File: src/rtl/branch_phb_pkg.sv
// Shared sizes, queue entry layout and counter update helper for the PHB.
// Optional gshare indexing is enabled by defining PHB_GSHARE_EN.
package branch_phb_pkg;

   localparam int PCBUS_W        = 64;
   localparam int PHB_DEPTH      = 16;
   localparam int PHB_IDX_W      = 4;
   localparam int PHB_CNT_W      = 2;
   localparam int PHB_FIFO_DEPTH = 4;
   localparam int PHB_PTR_W      = 2;
   localparam int PHB_OCC_W      = 3;
   localparam int PHB_ENTRY_W    = PHB_IDX_W + 1;

   localparam logic [PHB_CNT_W-1:0] PHB_CNT_RST = 2'b01;

   typedef struct packed {
      logic [PHB_IDX_W-1:0] idx;
      logic                 taken;
   } phb_upd_t;

   function automatic logic [PHB_CNT_W-1:0] phb_cnt_next(input logic [PHB_CNT_W-1:0] cnt,
                                                         input logic taken);
      logic [PHB_CNT_W-1:0] nxt;
      nxt = cnt;
      if (taken) begin
         if (cnt != 2'b11) nxt = cnt + 2'd1;
      end else begin
         if (cnt != 2'b00) nxt = cnt - 2'd1;
      end
      return nxt;
   endfunction

endpackage

File: src/rtl/phb_upd_fifo.sv
// Four-entry update queue with two write ports (slot 1 ahead of slot 2) and one read port.
// Occupancy is kept as a separate 3-bit count so full and empty stay distinct.
module phb_upd_fifo
   import branch_phb_pkg::*;
(
   input  logic                   clk,
   input  logic                   rst,
   input  logic                   wr1_en,
   input  logic [PHB_ENTRY_W-1:0] wr1_data,
   input  logic                   wr2_en,
   input  logic [PHB_ENTRY_W-1:0] wr2_data,
   input  logic                   rd_en,
   output logic [PHB_ENTRY_W-1:0] rd_data,
   output logic [PHB_OCC_W-1:0]   occ
);

   logic [PHB_ENTRY_W-1:0] mem [PHB_FIFO_DEPTH];
   logic [PHB_PTR_W-1:0]   wr_ptr;
   logic [PHB_PTR_W-1:0]   rd_ptr;
   logic [1:0]             enq_cnt;
   logic                   deq;

   assign enq_cnt = {1'b0, wr1_en} + {1'b0, wr2_en};
   assign deq     = rd_en && (occ != '0);
   assign rd_data = mem[rd_ptr];

   // A lone slot-2 write takes the next free slot rather than leaving a hole.
   always_ff @(posedge clk) begin
      if (wr1_en) mem[wr_ptr] <= wr1_data;
      if (wr2_en) mem[wr1_en ? wr_ptr + 2'd1 : wr_ptr] <= wr2_data;
   end

   always_ff @(posedge clk) begin
      if (rst) begin
         wr_ptr <= '0;
         rd_ptr <= '0;
         occ    <= '0;
      end else begin
         wr_ptr <= wr_ptr + enq_cnt;
         rd_ptr <= rd_ptr + {1'b0, deq};
         occ    <= occ + {1'b0, enq_cnt} - {2'b00, deq};
      end
   end

endmodule

File: src/rtl/branch_phb.sv
// Pattern history table: 16 two-bit counters trained through a small update queue.
// Define PHB_GSHARE_EN to XOR a 4-bit global history into the lookup and write indices.
module branch_phb
   import branch_phb_pkg::*;
(
   input  logic               clk,
   input  logic               rst,
   input  logic [3:0]         phb_addr,
   output logic               phb_ena,
   input  logic               upd1_valid,
   input  logic [PCBUS_W-1:0] upd1_pc,
   input  logic               upd1_taken,
   input  logic               upd2_valid,
   input  logic [PCBUS_W-1:0] upd2_pc,
   input  logic               upd2_taken,
   output logic               upd_ready,
   output logic [7:0]         upd_drop_cnt
);

   logic [PHB_CNT_W-1:0]   cnt_table [PHB_DEPTH];
   logic [PHB_OCC_W-1:0]   occ;
   logic [PHB_ENTRY_W-1:0] rd_data;
   phb_upd_t               head;
   logic                   enq1;
   logic                   enq2;
   logic                   drain;
   logic [PHB_IDX_W-1:0]   lookup_idx;
   logic [PHB_IDX_W-1:0]   write_idx;
   logic [1:0]             drop_inc;
   logic [8:0]             drop_sum;
   logic                   unused_pc_bits;

   assign unused_pc_bits = ^{upd1_pc[PCBUS_W-1:6], upd1_pc[1:0], upd2_pc[PCBUS_W-1:6], upd2_pc[1:0]};

   // Two free slots are required so a dual issue can never overflow the queue.
   assign upd_ready = (occ <= 3'd2);
   assign enq1      = upd_ready && upd1_valid;
   assign enq2      = upd_ready && upd2_valid;
   assign drain     = (occ != '0) && !rst;
   assign head      = phb_upd_t'(rd_data);

   phb_upd_fifo u_fifo (
      .clk      (clk),
      .rst      (rst),
      .wr1_en   (enq1),
      .wr1_data ({upd1_pc[5:2], upd1_taken}),
      .wr2_en   (enq2),
      .wr2_data ({upd2_pc[5:2], upd2_taken}),
      .rd_en    (drain),
      .rd_data  (rd_data),
      .occ      (occ)
   );

`ifdef PHB_GSHARE_EN
   logic [PHB_IDX_W-1:0] ghr;

   assign lookup_idx = phb_addr ^ ghr;
   assign write_idx  = head.idx ^ ghr;

   always_ff @(posedge clk) begin
      if (rst)        ghr <= '0;
      else if (drain) ghr <= {ghr[PHB_IDX_W-2:0], head.taken};
   end
`else
   assign lookup_idx = phb_addr;
   assign write_idx  = head.idx;
`endif

   // Lookup reads committed state only, so a same-cycle drain is seen one cycle later.
   assign phb_ena = cnt_table[lookup_idx][1];

   always_ff @(posedge clk) begin
      if (rst) begin
         for (int i = 0; i < PHB_DEPTH; i++) cnt_table[i] <= PHB_CNT_RST;
      end else if (drain) begin
         cnt_table[write_idx] <= phb_cnt_next(cnt_table[write_idx], head.taken);
      end
   end

   assign drop_inc = {1'b0, !upd_ready && upd1_valid} + {1'b0, !upd_ready && upd2_valid};
   assign drop_sum = {1'b0, upd_drop_cnt} + {7'b0, drop_inc};

   always_ff @(posedge clk) begin
      if (rst) upd_drop_cnt <= '0;
      else     upd_drop_cnt <= drop_sum[8] ? 8'hFF : drop_sum[7:0];
   end

endmodule

File: config.mk
export PLATFORM = sky130hd
export DESIGN_NAME = branch_phb
export DESIGN_NICKNAME = d
export VERILOG_FILES = /design/src/rtl/branch_phb_pkg.sv /design/src/rtl/phb_upd_fifo.sv /design/src/rtl/branch_phb.sv
export SDC_FILE = /design/constraint.sdc
export NUM_CORES = 1
export LEC_CHECK = 0
export CORE_MARGIN = 8
export CORE_UTILIZATION = 47
export DETAILED_ROUTE_END_ITERATION = 10
export GPL_ROUTABILITY_DRIVEN = 0
export PLACE_DENSITY = 0.86
export RECOVER_POWER = 50
export SYNTH_ARGS = -nofsm -noshare
export SYNTH_HDL_FRONTEND = slang
export SYNTH_HIERARCHICAL = 1
export SYNTH_SLANG_ARGS = --single-unit
File: constraint.sdc
create_clock -name clk -period 4.4 [get_ports clk]
set_clock_uncertainty 0.05 [all_clocks]
set_input_delay 0.88 -clock clk [delete_from_list [all_inputs] [get_ports clk]]
set_output_delay 0.88 -clock clk [all_outputs]
set_load 0.01 [all_outputs]
==> results.md, run 1 <==
- Outcome: complete, no violations
- Max H-tree Level: 3
- Buffers on Ports: 27
- Vias: 2,315
- Avg Cell Area, Syn: around 13 µm²
- Fin Setup TNS: 0 ns
- CTS root buffer: clkbuf_8
- Slowest stage cell, crit path: clkdlybuf4s50_1
- WP data arrival: about 3.0 ns
- Req. time, crit path: approximately 3.5 ns
- Synthesized Nets: 435
- Final Max Slew Viols: 0
- CTS tree: done
- Starting Density: between 40% and 50%
- EDFF count, synth: 52
- WL met1: ~2.8 mm
- Leak: approximately 0.0014 µW
- FILL cells: 637
- Fin cells: between 400 and 500
- Hpwl dp: 5.01 mm
- Met2 routed WL: roughly 3.7 mm
- Ports: ~150
- First-pass GRT wire length: approximately 11 mm
- Sequential-to-total area share from yosys stat: approximately half
- Layout cells sized above 1: between 20% and 30%
- Pre-antenna DRT Iters: 4
- Diodes inserted: 0
- #FFs+latches synth: 67
- Clock Latency Late Sink: between 0.3 and 0.4 ns
- Horiz. Die Dim: approximately 110 µm
- Initial antenna violation count: 0
- Crit path kind: in2out
- Clk slew on worst S/H paths: roughly 0.080 ns
- Num CTS Buffers: 9
- Commonest non-fill, non-tap cell in the layout: edfxtp_1
- Top Metal Used: met4
- Synthesized instance count: roughly 290
- Synth unique cells: 48
- DRT iter0 DRCs: 160
- Most frequent cells in the layout: 52 x edfxtp_1, 30 x nand2_1, 18 x mux2_2, 16 x mux4_2
- Overall routed net length: between 6 and 7 mm
- Max Fclk: about 0.25 GHz
- Crit path max fanout: 4
- Setup Buffers After CTS: 0
- Longest Clk Path Bufs: 2
- Die ar.: 11,100 µm²
- Area of the multi-input gates: between 1500 and 2000 µm²
- Routed vias/inst: 5.51
- Final worst path period share: 90.1%
- Cts repair resizes: 0
- Max cap viols: 0
- Cts hold-fix bufs: 0
- Largest net degree at the start of global routing: 36
- Crit end category: output port
- Final setup fails: 0
- Antenna-violating nets left: 0
- Hold Fails Final Rpt: 0
- Die span in y: approximately 110 µm
- Pwr per Cell Area: around 600 nW/µm²
- Async SR Flop Fraction: 0%
- Register area: ~1900 µm²
- Most common flop cell mapped by yosys: edfxtp_1
- Least-Margin Pin Slew: approximately 1.4 ns
- Core area: about 7700 µm²
- Kind of cell adding the most delay to the critical path: buffers and inverters
- GRT Util Overall: about 13%
- Final nets: between 400 and 500
- Area of the mapped netlist: ~3700 µm²
- Routed met3 length: about 300 µm
- Number of global-route vias before repair: about 2,400
- Number of cell rows: 32
- VDD IR max: roughly 0.0003 V
- Worst Path Buf+Inv: 2
- Startpoint types: input pin
- Period minus WS final: 3.96 ns
- Hold WC Path Type: reg2reg
- DRC viols: 0
- CP cell instances: clkdlybuf4s50_1 > mux4_2 > mux4_2 > clkdlybuf4s50_1
- CTS Sinks: 67
- GRT overflow: 0
- Area delta synth->final: 11.9%
- RSZ-0062 raised after global routing: no
- Placed cells: around 400
- Synth warn: 6
- Drt wl/cell: 16.3 µm
- Crit-path max cell delay: about 0.64 ns
- Worst slew margin: 6.44%
-- path summary, 6_finish.rpt --
kind / start / endpoint / slack (ns) / depth (start not counted)
worst max register to register: u_fifo/rd_ptr[0]$_SDFF_PP0_ / cnt_table[7][1]$_SDFFCE_PN0P_ / 1.31 / 6
worst max-delay path: phb_addr[0] / phb_ena / 0.44 / 4
worst min register to register: upd_drop_cnt[7]$_SDFF_PP0_ / upd_drop_cnt[7]$_SDFF_PP0_ / 0.48 / 2
worst min-delay path: upd_drop_cnt[7]$_SDFF_PP0_ / upd_drop_cnt[7]$_SDFF_PP0_ / 0.48 / 2
-- metrics by stage --
stage	area (µm²)	util (%)	hold slack [ns]	setup slack, ns	power, µW
finish	4180	54.1	0.476	0.435	2440
global route	4180	54.1	0.524	0.259	2600
CTS	4230	54.7	0.489	0.407	2490
detailed placement	4050	52.4	0.468	0.404	2030
floorplan	3740	-	0.465	1.63	1880
global placement	4050	52.4	0.442	0.413	1980
-- cells in the mapped netlist (6+ instances only) --
cell type  count  area (µm²)
edfxtp_1      52        1560
nand2_1       30         113
mux2_2        20         225
mux4_2        16         360
dfxtp_1       15         300
nand3_1       13        65.1
nand2b_1      11        68.8
nor2_1        11        41.3
nor2_4        10         113
nor2b_1       10        62.6
a21oi_1        9        45.0
ha_1           8         100
or2_2          8        50.1
nor3_1         7        35.0
clkbuf_1       6        22.5
inv_1          6        22.5
-- worst register-to-register path: stages, from the launching register on --
cell and delay (ns):
dfxtp_1 0.55, mux4_2 0.76, mux4_1 0.52, a22o_1 0.25
nor2_2 0.16, maj3_4 0.45, nor2b_1 0.10
-- where the power goes --
group / internal, µW / switching (µW)
sequential: 821 / 76.0
combinational: 418 / 672
clock: 208 / 245
total: 1450 / 993
-- routing by layer --
layer | GRT usage (%) | vias to the layer above
met5 | 0 | -
met4 | 3.87 | 0
met3 | 3.99 | 6
met2 | 22.9 | 52
met1 | 14.4 | 1137
li1 | - | 1120
-- logic make-up (layout without fill, tap and decap cells) --
group                      after synthesis  count (layout)  share of synthesized area (%)
adders and majority gates               12              12                           4.48
xor gates and xnor gates                 8               8                           1.87
AOI/OAI and AO/OA                       21              21                           4.45
and+or+nand+nor                        120             120                           18.9
buffers and inverters                   21              52                           3.41
DFF                                     67              67                           49.8
muxes                                   38              38                           17.1
-- final cells by class --
type                    count  share of cell area [%]
clock inverters             7                    1.26
inverters                   7                   0.628
clock buffers               9                    2.96
well taps                 102                    3.05
flip-flops and latches     67                    44.5
repair buffers             29                    6.64
multi-input cells         199                    41.0
-- state kept, by name (all words and copies together) (netlist names) --
register / count
cnt_table: 32
u_fifo/mem: 20
u_fifo/occ: 3
u_fifo/rd_ptr: 2
u_fifo/wr_ptr: 2
upd_drop_cnt: 8
No activity file was read; power rests on OpenSTA's default activity.
==> run 2: changes to the inputs <==
GPL_TIMING_DRIVEN = 0   (was not set)
==> run 2 against run 1 <==
- via count is 5.0% higher
- first-iteration DRC count is 21% lower
- utilization is 1.6 points higher
- sequential share of layout area is 1.3 points lower
- hold slack better by 0.031 ns
- largest cell class unchanged
- highest routed layer unchanged
==> results.md, run 2 (synthesis gave the netlist of run 1 again) <==
- Diodes inserted: 0
- Pwr per Cell Area: between 600 and 700 nW/µm²
- Clock Latency Late Sink: between 0.3 and 0.4 ns
- Buffers on Ports: 27
- GR Util met2: between 20% and 30%
- Pre-antenna DRT Iters: 5
- DRT iter0 DRCs: about 130
- Die span in y: about 110 µm
- FILL cells: around 620
- Crit-path max cell delay: about 0.63 ns
- Routed vias/inst: roughly 5.6
- RSZ-0062 raised after global routing: no
- Final worst path period share: 89.9%
- Crit path max fanout: 4
- WHS: just over 0.5 ns
- Antenna-violating nets left: 0
- CTS Sinks: 67
- Clk slew on worst S/H paths: 0.08 ns
- Longest Clk Path Bufs: 2
- Fin Setup TNS: 0 ns
- GRT Util Overall: 13.8%
- Crit end category: output port
- VDD IR max: 0.000349 V
- Register with the most flip-flops: cnt_table
- Overall routed net length: roughly 7.4 mm
- Setup Buffers After CTS: 0
- First-pass GRT wire length: 12.3 mm
- Crit path kind: in2out
- Die ar.: about 11,000 µm²
- Drt wl/cell: 17.1 µm
- Final setup fails: 0
- Max cap viols: 0
- Slowest stage cell, crit path: clkdlybuf4s50_1
- Max Fclk: about 0.25 GHz
- DRC viols: 0
- Ports: approximately 150
- WP data arrival: ~3.0 ns
- Initial antenna violation count: 0
- Max reg flops: 32
- Cts hold-fix bufs: 0
- CTS root buffer: clkbuf_8
- Global Route met3 Usage: 3.56%
- Worst slew margin: under 10%
- Layout cells sized above 1: between 20% and 30%
- Final nets: 473
- Final instance area: 4310 µm²
- DP Area: around 4100 µm²
- Commonest non-fill, non-tap cell in the layout: edfxtp_1
- Gr busiest metal: met2
- Number of global-route vias before repair: 2,576
- Startpoint types: input pin
- Max H-tree Level: 3
- Biggest regs: cnt_table (32), u_fifo/mem (20), upd_drop_cnt (8)
- CTS tree: done
- Outcome: complete, no violations
- Register area: ~1900 µm²
- Starting Density: 48.4%
- Met1 GRT Util: about 16%
- Area delta synth->final: 15.2%
- Num CTS Buffers: 9
- Hold Fails Final Rpt: 0
- Area of the multi-input gates: around 1700 µm²
- Final Max Slew Viols: 0
- Hold WC Path Type: reg2reg
- Vias: 2,431
- Period minus WS final: 3.96 ns
- Largest net degree at the start of global routing: 14
- Least-Margin Pin Slew: 1.40 ns
- CP cell instances: clkdlybuf4s50_1 > mux4_2 > mux4_2 > clkdlybuf4s50_1
- Leak: 0.00145 µW
- Horiz. Die Dim: about 110 µm
- Req. time, crit path: around 3.5 ns
- Core area: ~7700 µm²
- Cts repair resizes: 0
- Hpwl dp: around 5.3 mm
- Most frequent cells in the layout: 52 x edfxtp_1, 30 x nand2_1, 16 x mux4_2
- GRT overflow: 0
- Number of cell rows: 32
[run 2: final timing paths]
check,startpoint,to,slack (ns),cells after the start
hold reg to reg,upd_drop_cnt[7]$_SDFF_PP0_,upd_drop_cnt[7]$_SDFF_PP0_,0.51,2
hold / removal,upd_drop_cnt[7]$_SDFF_PP0_,upd_drop_cnt[7]$_SDFF_PP0_,0.51,2
setup / recovery,phb_addr[0],phb_ena,0.44,4
setup reg to reg,u_fifo/rd_ptr[0]$_SDFF_PP0_,cnt_table[12][0]$_SDFFCE_PN1P_,0.96,6
[run 2: metrics by stage]
stage / power, µW / setup WS (ns) / util [%] / instances
final: 2700 / 0.442 / 55.7 / 432
after global routing: 2830 / 0.382 / 55.7 / 432
after CTS: 2740 / 0.420 / 56.4 / 432
after detailed placement: 2180 / 0.424 / 53.5 / 416
after global placement: 2130 / 0.419 / 53.5 / 416
after floorplan: 1880 / 1.63 / - / 287
[run 2: where the power goes]
part           switching (µW)  internal [µW]  total, µW
Combinational             739            521       1260
Sequential               65.6            821        887
Clock                     252            300        552
Total                    1060           1640       2700
[run 2: area by class of cell]
class,count,share of cell area [%]
well taps,102,2.96
repair buffers,27,6.27
flip-flops and latches,67,43.2
multi-input cells,199,39.7
inverters,7,0.610
plain buffers,14,2.18
clock buffers,10,3.46
clock inverters,6,1.63
[run 2: metal layers]
layer  vias up  wire length (µm)
met5         -                 0
met4         0               147
met3        15               429
met2        94              3790
met1      1179              3030
li1       1143                 -
[run 2: worst max-delay path, delay by kind of cell]
family	cells	cell delay, ns
buf+inv	2	1.12
mux	2	1.03
